File: config.mk
export PLATFORM = sky130hd
export DESIGN_NAME = mpd_status_ctrl_flat
export DESIGN_NICKNAME = d
export VERILOG_FILES = /design/src/rtl/mpd_status_if.sv /design/src/rtl/mpd_status_ctrl.sv /design/src/flat_wrapper.sv
export SDC_FILE = /design/constraint.sdc
export NUM_CORES = 1
export LEC_CHECK = 0
export CAP_MARGIN = 20
export CORE_ASPECT_RATIO = 0.7
export CORE_MARGIN = 5
export CORE_UTILIZATION = 57
export CTS_CLUSTER_DIAMETER = 30
export DETAILED_ROUTE_END_ITERATION = 10
export PLACE_DENSITY = 0.84
export RECOVER_POWER = 100
export SYNTH_ARGS = -nofsm -noshare
export SYNTH_HDL_FRONTEND = slang
export SYNTH_SLANG_ARGS = --single-unit
File: constraint.sdc
create_clock -name CLK -period 3.9 [get_ports CLK]
set_input_delay 0.585 -clock CLK [delete_from_list [all_inputs] [get_ports CLK]]
set_output_delay 0.585 -clock CLK [all_outputs]
set_load 0.005 [all_outputs]
File: src/rtl/mpd_status_if.sv
// Signal bundle between the eFPGA configuration outputs, the pad stage and the
// status controller.
interface mpd_status_if;
  logic [47:0] cfg_word;
  logic        done_override;
  logic        cfg_rx_activity;
  logic        done_led;
  logic        fabric_done;
  logic        heart_led;
  logic        rx_led;
  logic [1:0]  done_state;

  modport master (
    output cfg_word, done_override, cfg_rx_activity,
    input  done_led, fabric_done, heart_led, rx_led, done_state
  );

  modport slave (
    input  cfg_word, done_override, cfg_rx_activity,
    output done_led, fabric_done, heart_led, rx_led, done_state
  );
endinterface

File: src/rtl/mpd_status_ctrl.sv
// Configuration-done qualifier and status LED driver for the MPD openframe top.
//   state | meaning
//   IDLE  | magic word not seen on the last match sample
//   QUAL  | counting consecutive matching samples
//   DONE  | configuration complete; sticky until resetn
module mpd_status_ctrl #(
  parameter logic [47:0] DONE_MAGIC       = 48'hFEEDBADCA77E,
  parameter int          DONE_QUAL_CYCLES = 16,
  parameter int          HB_FAST_HALF     = 2_500_000,
  parameter int          HB_SLOW_HALF     = 10_000_000,
  parameter int          RX_STRETCH       = 1_000_000
) (
  input logic        CLK,
  input logic        resetn,
  mpd_status_if.slave bus
);

  localparam int QW     = $clog2(DONE_QUAL_CYCLES);
  localparam int HB_MAX = (HB_FAST_HALF > HB_SLOW_HALF) ? HB_FAST_HALF : HB_SLOW_HALF;
  localparam int HW     = $clog2(HB_MAX + 1);
  localparam int RW     = $clog2(RX_STRETCH + 1);

  localparam logic [1:0] ST_IDLE = 2'd0;
  localparam logic [1:0] ST_QUAL = 2'd1;
  localparam logic [1:0] ST_DONE = 2'd2;

  localparam logic [QW-1:0] QCNT_LAST  = QW'(DONE_QUAL_CYCLES - 1);
  localparam logic [HW-1:0] HB_FAST_M1 = HW'(HB_FAST_HALF - 1);
  localparam logic [HW-1:0] HB_SLOW_M1 = HW'(HB_SLOW_HALF - 1);
  localparam logic [RW-1:0] RX_LOAD    = RW'(RX_STRETCH);

  logic          r_ovr_s1, r_ovr_s;
  logic          r_rx_s1, r_rx_s;
  logic          r_match;
  logic [1:0]    r_state;
  logic [QW-1:0] r_qcnt;
  logic [HW-1:0] r_hcnt;
  logic          r_heart;
  logic [RW-1:0] r_rcnt;

  logic [1:0]    w_state_nxt;
  logic [QW-1:0] w_qcnt_nxt;
  logic          w_enter_done;
  logic          w_hb_last;

  always_ff @(posedge CLK or negedge resetn) begin
    if (!resetn) begin
      r_ovr_s1 <= 1'b0;
      r_ovr_s  <= 1'b0;
      r_rx_s1  <= 1'b0;
      r_rx_s   <= 1'b0;
      r_match  <= 1'b0;
    end else begin
      r_ovr_s1 <= bus.done_override;
      r_ovr_s  <= r_ovr_s1;
      r_rx_s1  <= bus.cfg_rx_activity;
      r_rx_s   <= r_rx_s1;
      r_match  <= (bus.cfg_word == DONE_MAGIC);
    end
  end

  always_comb begin
    w_state_nxt = r_state;
    w_qcnt_nxt  = r_qcnt;
    case (r_state)
      ST_IDLE: begin
        if (r_match) begin
          w_state_nxt = ST_QUAL;
          w_qcnt_nxt  = QW'(1);
        end else begin
          w_qcnt_nxt  = '0;
        end
      end
      ST_QUAL: begin
        if (!r_match) begin
          w_state_nxt = ST_IDLE;
          w_qcnt_nxt  = '0;
        end else if (r_qcnt == QCNT_LAST) begin
          w_state_nxt = ST_DONE;
        end else begin
          w_qcnt_nxt  = r_qcnt + QW'(1);
        end
      end
      ST_DONE: w_state_nxt = ST_DONE;
      default: begin
        w_state_nxt = ST_IDLE;
        w_qcnt_nxt  = '0;
      end
    endcase
  end

  assign w_enter_done = (r_state != ST_DONE) && (w_state_nxt == ST_DONE);

  always_ff @(posedge CLK or negedge resetn) begin
    if (!resetn) begin
      r_state <= ST_IDLE;
      r_qcnt  <= '0;
    end else begin
      r_state <= w_state_nxt;
      r_qcnt  <= w_qcnt_nxt;
    end
  end

  // Half-period follows the current state; entering DONE restarts the slow phase high.
  assign w_hb_last = (r_state == ST_DONE) ? (r_hcnt == HB_SLOW_M1) : (r_hcnt == HB_FAST_M1);

  always_ff @(posedge CLK or negedge resetn) begin
    if (!resetn) begin
      r_hcnt  <= '0;
      r_heart <= 1'b0;
    end else if (w_enter_done) begin
      r_hcnt  <= '0;
      r_heart <= 1'b1;
    end else if (w_hb_last) begin
      r_hcnt  <= '0;
      r_heart <= ~r_heart;
    end else begin
      r_hcnt  <= r_hcnt + HW'(1);
    end
  end

  always_ff @(posedge CLK or negedge resetn) begin
    if (!resetn) begin
      r_rcnt <= '0;
    end else if (r_rx_s) begin
      r_rcnt <= RX_LOAD;
    end else if (r_rcnt != '0) begin
      r_rcnt <= r_rcnt - RW'(1);
    end
  end

  assign bus.done_led    = (r_state == ST_DONE);
  assign bus.fabric_done = (r_state == ST_DONE) | r_ovr_s;
  assign bus.heart_led   = r_heart;
  assign bus.rx_led      = r_rx_s | (r_rcnt != '0);
  assign bus.done_state  = r_state;

endmodule

File: src/flat_wrapper.sv
// flat-port wrapper written by rule: the top's interface ports become plain ports
module mpd_status_ctrl_flat 
#(
  parameter logic [47:0] DONE_MAGIC       = 48'hFEEDBADCA77E,
  parameter int          DONE_QUAL_CYCLES = 16,
  parameter int          HB_FAST_HALF     = 2_500_000,
  parameter int          HB_SLOW_HALF     = 10_000_000,
  parameter int          RX_STRETCH       = 1_000_000
)
  (CLK, resetn, bus_cfg_word, bus_done_override, bus_cfg_rx_activity, bus_done_led, bus_fabric_done, bus_heart_led, bus_rx_led, bus_done_state);
  mpd_status_if bus_i ();
  input logic CLK;
  input logic resetn;
  input wire logic [$bits(bus_i.cfg_word)-1:0] bus_cfg_word;
  input wire logic [$bits(bus_i.done_override)-1:0] bus_done_override;
  input wire logic [$bits(bus_i.cfg_rx_activity)-1:0] bus_cfg_rx_activity;
  output wire logic [$bits(bus_i.done_led)-1:0] bus_done_led;
  output wire logic [$bits(bus_i.fabric_done)-1:0] bus_fabric_done;
  output wire logic [$bits(bus_i.heart_led)-1:0] bus_heart_led;
  output wire logic [$bits(bus_i.rx_led)-1:0] bus_rx_led;
  output wire logic [$bits(bus_i.done_state)-1:0] bus_done_state;
  assign bus_i.cfg_word = bus_cfg_word;
  assign bus_i.done_override = bus_done_override;
  assign bus_i.cfg_rx_activity = bus_cfg_rx_activity;
  assign bus_done_led = bus_i.done_led;
  assign bus_fabric_done = bus_i.fabric_done;
  assign bus_heart_led = bus_i.heart_led;
  assign bus_rx_led = bus_i.rx_led;
  assign bus_done_state = bus_i.done_state;
  mpd_status_ctrl #(.DONE_MAGIC(DONE_MAGIC), .DONE_QUAL_CYCLES(DONE_QUAL_CYCLES), .HB_FAST_HALF(HB_FAST_HALF), .HB_SLOW_HALF(HB_SLOW_HALF), .RX_STRETCH(RX_STRETCH)) u_core (.CLK(CLK), .resetn(resetn), .bus(bus_i));
endmodule
Word level (Yosys, flattened, before mapping)
Cells that the tools add are included.

Register bits after elaboration: 56. Word-level logic and storage cells: 47.

Add/sub/neg operators: 3. Equal/unequal tests: 9. Muxes and demuxes: 15. Bitwise gates (word level): 4. Reductions and logical operators: 6.

Operators with widths (count): 48-bit == test, second input constant (1); 24-bit 2-to-1 mux (2); 20-bit 2-to-1 mux (2); 24-bit by 1-bit adder with 24-bit output, second input constant (1); 24-bit by 22-bit == test with 1-bit output, second input constant (1); 24-bit == test, second input constant (1); 20-bit nonzero test (1); 20-bit by 1-bit subtractor with 20-bit output, second input constant (1); 4-bit one-hot mux with 3 select lines (1); 4-bit 2-to-1 mux (2); 2-bit 2-to-1 mux (3); 2-bit one-hot mux with 3 select lines (1); 4-bit by 1-bit adder with 4-bit output, second input constant (1); 2-bit == test, second input constant (2); 4-bit == test, second input constant (1); 1-bit 2-to-1 mux (4); 2-bit nonzero test (2); 3-bit != test, second input constant (1); 2-bit by 1-bit == test with 1-bit output, second input constant (1); 2-bit zero test (1); 2-bit != test, second input constant (1); 1-bit NOT (2); 1-bit bitwise OR (2); 2-bit AND reduction (1); 1-bit logical AND (1).

Depth between registers and ports, before layout
Gate-level depths: netlist of the first run.

Depth in word-level cells: 7. Mapped depth: 8. Mapped depth without buffers: 6.

Least setup slack after synthesis of the first run
No wires, ideal clock.

Path kind: flip-flop to output port. From: register u_core.r_rcnt[12]. To: output bus_rx_led. Arrival time: 1.673 ns. Setup slack: 1.642 ns. Cell stages (with the launch flop): 6. Path buffers: 2. Cells stage by stage: dfrtp_1 -> nor4_1 -> and4_1 -> clkbuf_1 -> buf_2 -> nand3_1.

Longest elaborated chain between the ends: 2.

RTL lines: from (decl) (line mpd_status_ctrl.sv:39) `logic [RW-1:0] r_rcnt;`; from (signal assigned) (line mpd_status_ctrl.sv:128) `r_rcnt <= r_rcnt - RW'(1);`; 20-bit nonzero test (line mpd_status_ctrl.sv:135) `assign bus.rx_led = r_rx_s | (r_rcnt != '0);`; 1-bit bitwise OR (line mpd_status_ctrl.sv:135); to (decl) (line flat_wrapper.sv:20) `output wire logic [$bits(bus_i.rx_led)-1:0] bus_rx_led;`.

No other way between the ends.

Worst setup path after layout of the first run
From: register u_core.r_rcnt[0]. To: output bus_rx_led.

Same word-level chain as after synthesis.

==> results.txt, run 1 <==
----------------------------------------------------
[Worst setup path]
  Worst EP arrival ... 2.74 ns
  Maximum fanout along the worst path ... 22
  Endpoint of the lowest-slack register-to-register path ... u_core.r_hcnt[10]
  Critical setup path kind ... register to output port
  Critical Path End Type ... output port
  Worst setup SP type ... register
  Required time of the critical path ... 3.31 ns
  Critical path origin ... u_core.r_rcnt[0]
  Startpoint of the most critical register-to-register path ... u_core.r_hcnt[12]
  Worst setup slack for register-to-register paths ... 0.66 ns
  Worst-case reg-to-reg path depth ... 5

[Min path]
  Worst-case hold path end point ... u_core.r_rx_s
  Hold path cells ... 0
  Min-delay worst type ... register to register
  Startpoint of the tightest hold check path ... u_core.r_rx_s1

[Floorplanning]
  Vertical extent of the die ... 72.5 um
  Standard-cell rows ... 22
  Placeable core area ... 0.00531 sq mm
  I/O Pins ... 58
  Initial Util ... 0.599
  Die footprint ... 0.00720 sq mm
  Horizontal extent of the die ... 99.3 um

[STA]
  Actual slew at the worst max-slew pin ... 2.02 ns
  Final worst path period need ... 3.33 ns
  Slew headroom ... -0.346
  Max Clk Rate ... 0.301 GHz
  Period Utilization, post-route ... 0.853
  Final Slew Violations ... 39
  Hold Vio Cnt, Final ... 0
  Setup repair after global routing missed its margin ... false
  Setup violation total in the final timing report ... 0
  Largest clock skew in the final design ... 0.00642 ns
  Setup TNS ... 0 ns

[Routing]
  Ratio of routed vias to standard cells ... 6.14
  Detailed Routing Iterations Pass 1 ... 5
  Initial drt markers ... 235
  DR DRC count ... 0
  Routed WL ... 7540 um
  Wire per inst ... 16.9 um
  Routed Antenna Nets ... 0
  Total vias in the final route ... 2739

[Outcome]
  Violations in the final reports ... max-capacitance violations, max-slew violations
  Run status ... finished, violations left

[CTS]
  Num Clock Sinks ... 56
  Postcts setup bufs ... 0
  CTS tree ... done
  Clock latency on the worst-skew pair ... 0.30 ns
  Clock transition at path regs ... 0.10 ns
  CTS-repair resized insts ... 0
  Count of hold buffers inserted by post-cts repair ... 0
  Root Driver ... sky130_fd_sc_hd__clkbuf_8
  Number of CTS-inserted buffers ... 5
  Number of buffers on the longest clock path ... 2
  H-tree lvl count ... 2

[Power and ir drop]
  Power density relative to cell area ... 298 mW/mm^2
  Maximum vdd ir drop ... 0.000183 V
  Final total power ... 1.16 mW
  Leak Pwr ... 1.45 nW

[GRT]
  Most Crowded Layer GR ... met1
  Grt total ovfl ... 0
  Via count of the first global-routing pass ... 2540
  Largest net degree at the start of global routing ... 39
  Met3 layer usage reported by global route ... 0.0355
  First-pass GRT wire length ... 12300 um
  Global-route track usage on met1 ... 0.325
  Initial antenna violation count ... 0
  Overall global routing resource usage ... 0.210
  Met2 Track Usage GR ... 0.313

[Final layout]
  Layout Utilization ... 0.732
  Most frequent cells in the layout ... sky130_fd_sc_hd__dfrtp_1, sky130_fd_sc_hd__clkdlybuf4s50_1, sky130_fd_sc_hd__nor2_1, sky130_fd_sc_hd__nor3_1, sky130_fd_sc_hd__nand2_1
  Final std cell area, no fill ... 0.00389 sq mm
  Final #Nets ... 429
  Most frequent standard cell in the layout excluding fill and tap cells ... sky130_fd_sc_hd__dfrtp_1
  Area growth from synthesis to final layout ... 22.3%
  Number of fill cells in the layout ... 399
  Multi-input gate area in the final layout ... 0.00166 sq mm
  Share of layout cells above drive strength 1 ... 0.0722
  Antenna diode count ... 0
  Footprint of the flip-flops and latches ... 0.00140 sq mm

[Logic synthesis]
  Sequential share of the synthesized area ... 0.441
  Largest area contributor in the netlist ... sky130_fd_sc_hd__dfrtp_1
  Number of enable flip-flop cells after synthesis ... 0
  Fraction of synthesis flops using an asynchronous set or reset pin ... 1.00
  Yosys warning count ... 0
  Post-Syn Nets ... 375
  FF+latch count, synth ... 56
  Total standard cell area after synthesis ... 0.00318 sq mm
  Synth top area cells ... sky130_fd_sc_hd__dfrtp_1, sky130_fd_sc_hd__a211oi_1, sky130_fd_sc_hd__nor3_1, sky130_fd_sc_hd__mux2_2, sky130_fd_sc_hd__nand4b_1
  Number of standard cells after synthesis ... 319
  Average cell area after synthesis ... 9.97 sq um
  Yosys top cell area share ... 0.441
  Unique masters post-synth ... 53
  Post-synth top flop ... sky130_fd_sc_hd__dfrtp_1

[Place]
  Routability congestion estimate ... 0.814
  Port buffer count ... 57
  Dpl hpwl ... 5590 um
  Post-DP Area ... 0.00380 sq mm

[Job]
  Max-cap check violation count ... 1

----------------------------------------------------
Yosys cell counts, types with 3 or more instances:
library cell and count:
sky130_fd_sc_hd__and3_1 3, sky130_fd_sc_hd__a21oi_1 7, sky130_fd_sc_hd__nor2b_1 12, sky130_fd_sc_hd__nor2_1 18
sky130_fd_sc_hd__or3b_2 3, sky130_fd_sc_hd__nand2_1 16, sky130_fd_sc_hd__nor4b_1 3, sky130_fd_sc_hd__nor3_1 18
sky130_fd_sc_hd__nand3_1 15, sky130_fd_sc_hd__nand2b_1 3, sky130_fd_sc_hd__nand4b_1 9, sky130_fd_sc_hd__clkbuf_1 11
sky130_fd_sc_hd__or3_1 11, sky130_fd_sc_hd__o21ai_0 11, sky130_fd_sc_hd__inv_1 6, sky130_fd_sc_hd__nor4_1 9
sky130_fd_sc_hd__mux2i_1 6, sky130_fd_sc_hd__xor2_1 4, sky130_fd_sc_hd__a211oi_1 13, sky130_fd_sc_hd__a2111oi_0 6
sky130_fd_sc_hd__mux2_2 7, sky130_fd_sc_hd__nand4_1 8, sky130_fd_sc_hd__or4_1 8, sky130_fd_sc_hd__nor3b_1 3
sky130_fd_sc_hd__dfrtp_1 56, sky130_fd_sc_hd__xnor2_1 9, sky130_fd_sc_hd__o31ai_1 6, sky130_fd_sc_hd__a211o_1 3
sky130_fd_sc_hd__ha_1 4
per-layer routing:
metal	vias to the layer above	routed length, um
met1	1333	3590
met2	74	3550
met3	2	372
met5	-	0
li1	1330	-
met4	0	31
final cells by class:
type                       instances  share of cell area
clock buffer                       7              0.0248
clock inverter                     1             0.00772
inverter                           6             0.00579
multi-input combinational        242               0.427
sequential                        56               0.360
tap                               72              0.0232
timing repair buffer              62               0.152
state kept, by name, summed over array words and instances (netlist names), 2 cells and up:
signal                 count
u_core.bus.done_state      2
u_core.r_hcnt             24
u_core.r_qcnt              4
u_core.r_rcnt             20
critical path: stages, from the launching register on:
cell                            delay [ns]
sky130_fd_sc_hd__dfrtp_1              0.43
sky130_fd_sc_hd__inv_1                0.10
sky130_fd_sc_hd__ha_1                 0.14
sky130_fd_sc_hd__nor4b_1              0.33
sky130_fd_sc_hd__and4_1               0.71
sky130_fd_sc_hd__nand3_1              0.13
sky130_fd_sc_hd__dlygate4sd3_1        0.59
where the power goes:
| part | leakage, nW | internal [mW] | switching (mW) |
|---|---|---|---|
| Combinational | 0.673 | 0.0778 | 0.0515 |
| Clock | 0.0645 | 0.227 | 0.187 |
| Sequential | 0.717 | 0.596 | 0.0194 |
| Total | 1.45 | 0.901 | 0.258 |
worst max-delay path by stage:
stage            endpoint  slack (ns)  depth (start not counted)
5_1_grt        bus_rx_led        0.38                          6
3_3_place_gp   bus_rx_led        1.14                          6
2_1_floorplan  bus_rx_led        1.64                          5
6_report       bus_rx_led        0.57                          6
4_1_cts        bus_rx_led        0.70                          6
3_5_place_dp   bus_rx_led        1.06                          6
per-stage QoR:
stage	cells	hold WS, ns	worst slack [ns]
3_5_place_dp	438	0.347	1.06
6_report	446	0.367	0.574
2_1_floorplan	319	0.289	1.64
5_1_grt	446	0.381	0.385
3_3_place_gp	438	0.339	1.14
4_1_cts	446	0.200	0.700
logic make-up after synthesis:
kind of cell / Yosys count / synth area share
buffers and inverters: 21 / 0.0330
DFF: 56 / 0.441
AOI/OAI and AO/OA: 55 / 0.127
and+or+nand+nor: 157 / 0.304
adders and majority gates: 4 / 0.0157
muxes: 13 / 0.0437
xor gates and xnor gates: 13 / 0.0358
No activity file was read; power rests on OpenSTA's default activity.
==> run 2: changes to the inputs <==
--- a/config.mk
+++ b/config.mk
@@ -10,6 +10,7 @@
 export CORE_MARGIN = 5
 export CORE_UTILIZATION = 57
 export CTS_CLUSTER_DIAMETER = 30
+export CTS_CLUSTER_SIZE = 25
 export DETAILED_ROUTE_END_ITERATION = 10
 export PLACE_DENSITY = 0.84
 export RECOVER_POWER = 100
==> results of run 2 <==
No change in the layout: final DEF, timing and power equal those of run 1.
==> run 3: changes to the inputs <==
--- a/config.mk
+++ b/config.mk
@@ -12,6 +12,7 @@
 export CTS_CLUSTER_DIAMETER = 30
 export CTS_CLUSTER_SIZE = 25
 export DETAILED_ROUTE_END_ITERATION = 10
+export GPL_ROUTABILITY_DRIVEN = 0
 export PLACE_DENSITY = 0.84
 export RECOVER_POWER = 100
 export SYNTH_ARGS = -nofsm -noshare
==> results of run 3 <==
No change in the layout: final DEF, timing and power equal those of run 1.
